$ cat src/rtl/grid_painter.sv
// Board-grid painter: COLS x ROWS grid with cursor frame, 2-clock colour latency.
// Optional: define GRID_CHECKER_EN to dim every odd (col^row) cell interior to 3/4.
module grid_painter #(
    parameter int          H_ORIGIN = 40,
    parameter int          V_ORIGIN = 40,
    parameter int          CELL     = 40,
    parameter int          COLS     = 10,
    parameter int          ROWS     = 10,
    parameter int          LINE_W   = 1,
    parameter int          CURSOR_W = 3,
    parameter logic [23:0] CELL_RGB = 24'hFFFFFF,
    parameter logic [23:0] LINE_RGB = 24'h000000,
    parameter logic [23:0] BG_RGB   = 24'h000000,
    parameter logic [23:0] CUR_RGB  = 24'hFF0000,
    localparam int         CW       = $clog2(COLS + 1),
    localparam int         RW       = $clog2(ROWS + 1)
) (
    input  logic          clk,
    input  logic          rst_n,
    input  logic [9:0]    hdata,
    input  logic [9:0]    vdata,
    input  logic [CW-1:0] cursor_col,
    input  logic [RW-1:0] cursor_row,
    input  logic          cursor_vld,
    output logic [7:0]    video_red,
    output logic [7:0]    video_green,
    output logic [7:0]    video_blue,
    output logic [CW-1:0] cell_col,
    output logic [RW-1:0] cell_row,
    output logic          in_grid
);
    localparam int PW = $clog2(CELL);
    localparam logic [9:0]    H_O     = 10'(H_ORIGIN);
    localparam logic [9:0]    V_O     = 10'(V_ORIGIN);
    localparam logic [PW-1:0] PX_LAST = PW'(CELL - 1);
    localparam logic [PW-1:0] LW      = PW'(LINE_W);
    localparam logic [PW-1:0] CUR_LO  = PW'(CURSOR_W);
    localparam logic [PW-1:0] CUR_HI  = PW'(CELL - CURSOR_W);
    localparam logic [CW-1:0] COLS_C  = CW'(COLS);
    localparam logic [RW-1:0] ROWS_C  = RW'(ROWS);

`ifdef GRID_CHECKER_EN
    function automatic logic [7:0] dim8(input logic [7:0] c);
        return c - (c >> 2);
    endfunction
    localparam logic [23:0] CELL_DIM = {dim8(CELL_RGB[23:16]),
                                        dim8(CELL_RGB[15:8]),
                                        dim8(CELL_RGB[7:0])};
`endif

    logic [PW-1:0] hpx_q, hpx_d, vpx_q, vpx_d;
    logic [CW-1:0] col_q, col_d;
    logic [RW-1:0] row_q, row_d;
    logic          hact_q, hact_d, vact_q, vact_d;
    logic [CW-1:0] sh_col_q;
    logic [RW-1:0] sh_row_q;
    logic          sh_vld_q;
    logic [23:0]   rgb_q, rgb_d;
    logic          cur_band, cur_hit;

    always_comb begin
        hpx_d  = hpx_q;
        col_d  = col_q;
        hact_d = hact_q;
        if (hdata == H_O) begin
            hpx_d  = '0;
            col_d  = '0;
            hact_d = 1'b1;
        end else if (hact_q) begin
            if (col_q == COLS_C) begin
                hact_d = 1'b0;
            end else if (hpx_q == PX_LAST) begin
                hpx_d = '0;
                col_d = col_q + 1'b1;
            end else begin
                hpx_d = hpx_q + 1'b1;
            end
        end
    end

    // Vertical counters only advance on the first pixel of each line
    always_comb begin
        vpx_d  = vpx_q;
        row_d  = row_q;
        vact_d = vact_q;
        if (hdata == '0) begin
            if (vdata == V_O) begin
                vpx_d  = '0;
                row_d  = '0;
                vact_d = 1'b1;
            end else if (vact_q) begin
                if (row_q == ROWS_C) begin
                    vact_d = 1'b0;
                end else if (vpx_q == PX_LAST) begin
                    vpx_d = '0;
                    row_d = row_q + 1'b1;
                end else begin
                    vpx_d = vpx_q + 1'b1;
                end
            end
        end
    end

    always_comb begin
        cur_band = (hpx_q < CUR_LO) || (hpx_q >= CUR_HI) ||
                   (vpx_q < CUR_LO) || (vpx_q >= CUR_HI);
        cur_hit  = sh_vld_q && (col_q == sh_col_q) && (row_q == sh_row_q) &&
                   (col_q < COLS_C) && (row_q < ROWS_C) && cur_band;
        rgb_d    = CELL_RGB;
        if (!(hact_q && vact_q)) begin
            rgb_d = BG_RGB;
        end else if (cur_hit) begin
            rgb_d = CUR_RGB;
        end else if ((hpx_q < LW) || (vpx_q < LW)) begin
            rgb_d = LINE_RGB;
        end else begin
`ifdef GRID_CHECKER_EN
            if (col_q[0] ^ row_q[0]) rgb_d = CELL_DIM;
`endif
        end
    end

    always_ff @(posedge clk or negedge rst_n) begin
        if (!rst_n) begin
            hpx_q    <= '0;
            vpx_q    <= '0;
            col_q    <= '0;
            row_q    <= '0;
            hact_q   <= 1'b0;
            vact_q   <= 1'b0;
            sh_col_q <= '0;
            sh_row_q <= '0;
            sh_vld_q <= 1'b0;
            rgb_q    <= '0;
        end else begin
            hpx_q  <= hpx_d;
            vpx_q  <= vpx_d;
            col_q  <= col_d;
            row_q  <= row_d;
            hact_q <= hact_d;
            vact_q <= vact_d;
            rgb_q  <= rgb_d;
            // Cursor is sampled once per frame so it never tears mid-scan
            if (hdata == '0 && vdata == '0) begin
                sh_col_q <= cursor_col;
                sh_row_q <= cursor_row;
                sh_vld_q <= cursor_vld;
            end
        end
    end

    assign video_red   = rgb_q[23:16];
    assign video_green = rgb_q[15:8];
    assign video_blue  = rgb_q[7:0];
    assign cell_col    = col_q;
    assign cell_row    = row_q;
    assign in_grid     = hact_q && vact_q;
endmodule

$ cat config.mk
export PLATFORM = sky130hd
export DESIGN_NAME = grid_painter
export DESIGN_NICKNAME = d
export VERILOG_FILES = /design/src/rtl/grid_painter.sv
export SDC_FILE = /design/constraint.sdc
export NUM_CORES = 1
export LEC_CHECK = 0
export CAP_MARGIN = 10
export CORE_ASPECT_RATIO = 0.6
export CORE_MARGIN = 2
export CORE_UTILIZATION = 40
export DETAILED_ROUTE_END_ITERATION = 7
export HOLD_SLACK_MARGIN = 0.03
export PLACE_DENSITY = 0.7
export SLEW_MARGIN = 20
export SYNTH_ARGS = -nofsm -noshare
export SYNTH_HDL_FRONTEND = slang
export SYNTH_SLANG_ARGS = --single-unit
$ cat constraint.sdc
create_clock -name clk -period 2.6 [get_ports clk]
set_input_delay 0.78 -clock clk [delete_from_list [all_inputs] [get_ports clk]]
set_output_delay 0.78 -clock clk [all_outputs]
set_load 0.1 [all_outputs]
==> run_results.csv, run 1 <==
group,metric,value,unit
outcome,status,"finished clean",
logic_synthesis,async_flop_share,100,%
worst_setup_path,worst_path_most_repeated_cell,"or4_4",
worst_setup_path,endpoint_kind,"register",
pwr,comb_power_share,35.2,%
place,place_inst,326,
worst_hold_path,hp-class,"reg2reg",
place,portBuffers,63,
worst_setup_path,start_kind,"input port",
drt,drt-met1-wl,2250,um
pwr,seqPwrFrac,41.8,%
logic_synthesis,yosys_warnings,0,
timing,timing.final.crit_share,98.1,%
drt,routed.top_layer,"met4",
drt,num_vias,1791,
worst_setup_path,crit_chain,"clkbuf_2 -> or4_4 -> or4_4 -> nor4_4 -> buf_4 -> mux2_4",
pwr,p_switching,708,uW
worst_setup_path,crit_required,2770,ps
cells_and_area,drive_gt1_share,29.2,%
timing,setup_viol_count_final,0,
timing,rsz0062_at_grt,"no",
drt,drt_iter0_markers,101,
logic_synthesis,ys_seq_elements,33,
clock_tree,cts_buffer_depth,2,
cells_and_area,final_common_cell,"buf_4",
die,core,5000,sq um
logic_synthesis,syn_area,2060,sq um
pwr,cellPowerDensity,645,nW/um^2
timing,clock.fmax,0.392,GHz
drt,wl_met3,470,um
clock_tree,cts-root-buf,"clkbuf_8",
logic_synthesis,syn-num-nets,255,
timing,finalClockSkew,6.47,ps
pwr,peakVddDrop,0.000475,V
clock_tree,clock_latency,290,ps
die,chipWidth,96.6,um
cells_and_area,nFillCells,451,
timing,drv_slew,0,
pwr,p_leak,1.24,nW
pwr,p_int,1.04,mW
place,place_congestion,0.783,
global_route,grt_pass1_wl,7880,um
global_route,antenna_found_initial,0,
worst_setup_path,path_max_fanout,7,
clock_tree,cts_max_level,2,
logic_synthesis,synth_cell_types,44,
die,die-area,5760,sq um
worst_hold_path,holdPathStages,2,
timing,hold_viol_final,0,
drt,drcViolationCount,0,
pwr,fin_total_pwr,1.75,mW
clock_tree,clkSinkCount,33,
die,die_h,59.6,um
worst_setup_path,r2r_cells,5,
cells_and_area,mostFrequentLayoutCells,"46 x buf_4, 32 x dfrtp_1, 22 x clkdlybuf4s50_1, 14 x nand2_1, 13 x nor2_1",
drt,routed_wl,4730,um
clock_tree,path_clk_slew,70,ps
timing,hold-worst-slack,508,ps
clock_tree,cts_buffers,5,
die,ios,64,
drt,ant_nets,0,
drt,routed_via_density,5.31,
global_route,grt_max_degree,34,
pwr,power_frac_clock,23.1,%
logic_synthesis,synth_ff_type,"dfrtp_1",
clock_tree,cts_tree,"yes",
cells_and_area,area_delta_synth_final,31.6,%
logic_synthesis,synth_edf_count,0,
drt,wl_met2,1960,um
logic_synthesis,synth.avg_cell_area,9.62,sq um
drt,drt_pass1_iterations,4,
place,dp_hpwl,3610,um
run,maxCapViolCount,0,
worst_setup_path,slowest_delay,560,ps
global_route,grt_pass1_vias,1618,
worst_setup_path,crit_slowest_cell,"or4_4",
cells_and_area,utilization,54.2,%
logic_synthesis,synthCells,214,
global_route,overflow,0,
timing,tightest_slew,427,ps
global_route,grt_use_total,17.5,%
die,initial_core_util,41.1,%
logic_synthesis,ys_seq_area_share,40.1,%
drt,wire_per_inst,14.0,um
timing,layout_min_cycle_time,2550,ps
pwr,swShare,40.5,%
cells_and_area,antenna_cells,0,
cells_and_area,fin_cells,337,
timing,maxSlewHeadroom,71.5,%
worst_setup_path,critPathKind,"in2reg",
die,row_count,20,
worst_setup_path,cp.arrival,2720,ps
cells_and_area,nNetsFinal,311,
## per-stage QoR
step | TNS, ps | area, sq um | setup slack (ps)
floorplan | -1630 | 2070 | -177
global placement | -9540 | 2590 | -549
detailed placement | -10200 | 2590 | -582
CTS | 0 | 2710 | 13.1
global route | 0 | 2710 | 5.61
finish | 0 | 2710 | 48.4
## routing by layer
metal	track usage [%]	up-vias
li1	-	859
met4	4.83	0
met1	24.2	847
met2	27.1	79
met5	0	-
met3	5.07	6
## cells by family (layout without fill, tap and decap cells)
| group | Yosys count | after routing | share of synthesized area (%) |
|---|---|---|---|
| buf+inv | 40 | 97 | 11.4 |
| mux | 9 | 9 | 4.92 |
| xor+xnor | 10 | 10 | 4.25 |
| flops | 33 | 33 | 40.1 |
| simple gates | 68 | 68 | 18.8 |
| compound gates | 44 | 44 | 14.5 |
| fa+ha+maj | 10 | 10 | 6.08 |
## cells in the mapped netlist (3+ instances only)
library cell,count,area [sq um]
mux2_2,9,101
o21ai_0,11,55.1
xnor2_1,3,26.3
and2_1,3,18.8
o31ai_1,6,45.0
a22oi_1,3,22.5
buf_4,22,165
nand4_1,5,31.3
nand2_1,14,52.6
inv_1,11,41.3
xor2_1,7,61.3
a211oi_1,3,22.5
nor4_1,4,25.0
a21oi_1,8,40.0
a41oi_1,3,26.3
nor3_1,5,25.0
nor2_1,14,52.6
dfrtp_1,33,826
nand3_1,4,20.0
ha_1,10,125
clkbuf_1,5,18.8
## worst max-delay path, delay by kind of cell
kind / cells / cell delay, ps
mux: 1 / 300
buf+inv: 2 / 290
simple gates: 3 / 1360
## layout make-up
type                       instances  area (sq um)  area share, %
clock buffer                       8          90.1           3.32
inverter                          11          41.3           1.52
multi-input combinational        141          1030           37.9
sequential                        33           827           30.5
tap                               66          82.6           3.05
timing repair buffer              78           642           23.7
## sequential cells by signal (all words and copies together), names as in the netlist
register,flops
vpx_q,6
cell_row,4
sh_col_q,4
cell_col,4
sh_row_q,4
hpx_q,6
rgb_q,2
hact_q,1
vact_q,1
sh_vld_q,1
## power by group through the flow
| stage | Sequential [mW] | Clock [mW] | Combinational (mW) |
|---|---|---|---|
| floorplan | 0.884 | 0 | 0.282 |
| global placement | 0.735 | 0 | 0.603 |
| detailed placement | 0.738 | 0 | 0.620 |
| CTS | 0.728 | 0.415 | 0.618 |
| global route | 0.749 | 0.448 | 0.673 |
| finish | 0.730 | 0.403 | 0.615 |
## final timing paths
| path | startpoint | end | slack, ps |
|---|---|---|---|
| worst max-delay path | hdata[1] | sh_row_q[2]$_DFFE_PN0P_ | 50 |
| worst min-delay path | vact_q$_DFFE_PN0P_ | vact_q$_DFFE_PN0P_ | 510 |
| worst max register to register | hpx_q[0]$_DFFE_PN0P_ | cell_col[3]$_DFFE_PN0P_ | 550 |
| worst min register to register | vact_q$_DFFE_PN0P_ | vact_q$_DFFE_PN0P_ | 510 |
| max in group asynchronous | rst_n | cell_row[0]$_DFFE_PN0P_ | 1380 |
| min in group asynchronous | rst_n | sh_col_q[3]$_DFFE_PN0P_ | 890 |
## repair_timing
action / CTS / global route
setup endpoints to repair: 20 / 11
buffers inserted: 0 / 2
hold buffers: 0 / 0
gates resized for setup: 19 / 10
cloned: 1 / 0
hold endpoints to repair: 0 / 0
pin swaps: 4 / 4
(Power assumes the default switching activity.)
==> run 2, diff against run 1 <==
PLACE_DENSITY = 0.73   (was 0.7)
clock period = 2.1 ns   (was 2.6 ns; I/O delays follow)
==> run 2 against run 1 <==
Net effect: the flow now finishes with violations (negative setup slack); hold slack improved by 12 ps; clock skew about the same; clock-buffer cell count stayed put; combinational power is 39% higher; non-clock buffer count rose by 3; first-iteration DRC count grew 8.9%; register-to-register slack worse by 510 ps; cell count up 0.89%; critical path depth stayed put; wire length increased by 12%; clock power is 24% higher; final area up 21%; largest power group unchanged.
==> run_results.csv, run 2 (synthesis results as in run 1) <==
group,metric,value,unit
outcome,status,"finished, violations left",
outcome,violations,"negative setup slack",
cells_and_area,utilization,65.6,%
worst_setup_path,r2r_start,"cell_row[0]$_DFFE_PN0P_",
worst_setup_path,endpoint_kind,"register",
drt,drt_iter0_markers,110,
die,initial_core_util,41.1,%
clock_tree,ctsHoldBuffers,0,
pwr,comb_power_share,37.5,%
worst_hold_path,holdPathStages,1,
worst_setup_path,r2r_cells,8,
timing,hold-worst-slack,521,ps
timing,finalClockSkew,6.37,ps
drt,wire_per_inst,15.6,um
die,die-area,5760,sq um
cells_and_area,top_regs,"hpx_q x6, vpx_q x6",
drt,routed_wl,5300,um
global_route,grt_pass1_wl,8630,um
drt,num_vias,1834,
clock_tree,clkSinkCount,33,
pwr,cellPowerDensity,693,nW/um^2
worst_setup_path,crit_required,2270,ps
die,ios,64,
global_route,grt_pass1_vias,1735,
drt,routed_via_density,5.39,
cells_and_area,drive_gt1_share,38.7,%
timing,tightest_slew,429,ps
cells_and_area,mostFrequentLayoutCells,"34 x buf_12, 24 x dfrtp_1, 22 x clkdlybuf4s50_1, 14 x buf_4",
clock_tree,cts-root-buf,"clkbuf_8",
clock_tree,cts_buffer_depth,2,
timing,layout_min_cycle_time,2410,ps
pwr,p_int,1.38,mW
timing,rsz0062_at_grt,"yes",
clock_tree,clock_latency,290,ps
worst_setup_path,crit_family,"simple AND/OR/NAND/NOR gates",
clock_tree,cts_buffers,5,
pwr,peakVddDrop,0.000582,V
worst_setup_path,reg2reg_to,"cell_row[3]$_DFFE_PN0P_",
timing,hold_viol_final,0,
place,place_inst,329,
global_route,antenna_found_initial,0,
drt,drcViolationCount,0,
pwr,p_switching,900,uW
worst_hold_path,hp-class,"reg2reg",
timing,clock.fmax,0.416,GHz
place,dp_slack,-940,ps
pwr,power_frac_clock,21.9,%
place,place_area,3050,sq um
pwr,swShare,39.5,%
timing,drv_slew,0,
worst_setup_path,path_max_fanout,6,
worst_setup_path,critPathKind,"in2reg",
worst_setup_path,crit_chain,"buf_6 -> or4_4 -> or4_4 -> nor4_4 -> buf_6 -> mux2_4",
worst_setup_path,crit_buf_inv,2,
clock_tree,cts_max_level,2,
timing,timing.final.crit_share,115,%
die,core,5000,sq um
worst_setup_path,cp.arrival,2580,ps
global_route,grt_use_total,19.3,%
cells_and_area,fin_cells,340,
timing,fin_ws,-306,ps
cells_and_area,design_area,3290,sq um
worst_hold_path,hp-start,"sh_vld_q$_DFFE_PN0P_",
run,maxCapViolCount,0,
worst_setup_path,worst-r2r-setup-slack,40,ps
drt,drt_pass1_iterations,4,
clock_tree,path_clk_slew,70,ps
cells_and_area,nNetsFinal,314,
clock_tree,cts_tree,"yes",
cells_and_area,antenna_cells,0,
cells_and_area,final_common_cell,"buf_12",
global_route,overflow,0,
global_route,grt_max_degree,34,
pwr,p_leak,1.37,nW
pwr,seqPwrFrac,40.7,%
place,portBuffers,63,
cells_and_area,area_delta_synth_final,59.5,%
place,place_congestion,0.900,
worst_hold_path,hold_end,"sh_vld_q$_DFFE_PN0P_",
worst_setup_path,slowest_delay,550,ps
die,row_count,20,
die,chipWidth,96.6,um
drt,ant_nets,0,
die,die_h,59.6,um
worst_setup_path,start_kind,"input port",
place,dp_hpwl,3720,um
timing,setup_viol_count_final,20,
timing,maxSlewHeadroom,71.4,%
worst_setup_path,crit_slowest_cell,"or4_4",
## run 2: cell types whose count changed in the layout (fill, tap and decap cells not counted), moves of 6 or more
cell | before | now
buf_12 | 0 | 34
buf_4 | 46 | 14
dfrtp_1 | 32 | 24
dfrtp_2 | 1 | 8
o31ai_1 | 6 | 0
## run 2: layout make-up
type                       count  area [sq um]
multi-input combinational    141          1130
tap                           66          82.6
clock buffer                   8          90.1
sequential                    33           840
fill                         381          1720
inverter                      11          41.3
timing repair buffer          81          1100
## run 2: worst max-delay path by stage
| stage | to | from | slack (ps) | cells after the start |
|---|---|---|---|---|
| final | sh_row_q[2]$_DFFE_PN0P_ | hdata[0] | -310 | 6 |
| after global placement | sh_col_q[0]$_DFFE_PN0P_ | hdata[9] | -900 | 6 |
| after global routing | sh_col_q[3]$_DFFE_PN0P_ | hdata[0] | -360 | 6 |
| after detailed placement | sh_col_q[3]$_DFFE_PN0P_ | hdata[9] | -940 | 6 |
| after CTS | sh_row_q[0]$_DFFE_PN0P_ | hdata[6] | -350 | 6 |
| after floorplan | sh_col_q[0]$_DFFE_PN0P_ | hdata[9] | -530 | 4 |
## run 2: per-layer routing
| layer | vias up | global-route usage, % | part of all wire (%) |
|---|---|---|---|
| met4 | 0 | 6.44 | 1.3 |
| met1 | 876 | 25.4 | 45 |
| li1 | 865 | - | - |
| met2 | 84 | 31.3 | 46 |
| met3 | 9 | 5.66 | 7.5 |
| met5 | - | 0 | 0 |
## run 2: power groups by stage
stage | Sequential, mW | Combinational, mW | Clock [mW]
final | 0.926 | 0.853 | 0.498
after global placement | 0.929 | 0.826 | 0
after global routing | 0.944 | 0.935 | 0.538
after detailed placement | 0.931 | 0.840 | 0
after floorplan | 1.10 | 0.348 | 0
after CTS | 0.920 | 0.843 | 0.515
## run 2: timing repair
item	CTS	global route
setup buffers	2	0
pin swaps	5	7
gates cloned	1	0
endpoints found under the setup margin	20	22
gates resized for setup	46	19
## run 2: through the flow
| step | total power [mW] | setup TNS, ps |
|---|---|---|
| after detailed placement | 1.77 | -17870 |
| after global placement | 1.76 | -17120 |
| final | 2.28 | -4410 |
| after floorplan | 1.45 | -7060 |
| after CTS | 2.28 | -4730 |
| after global routing | 2.42 | -5240 |
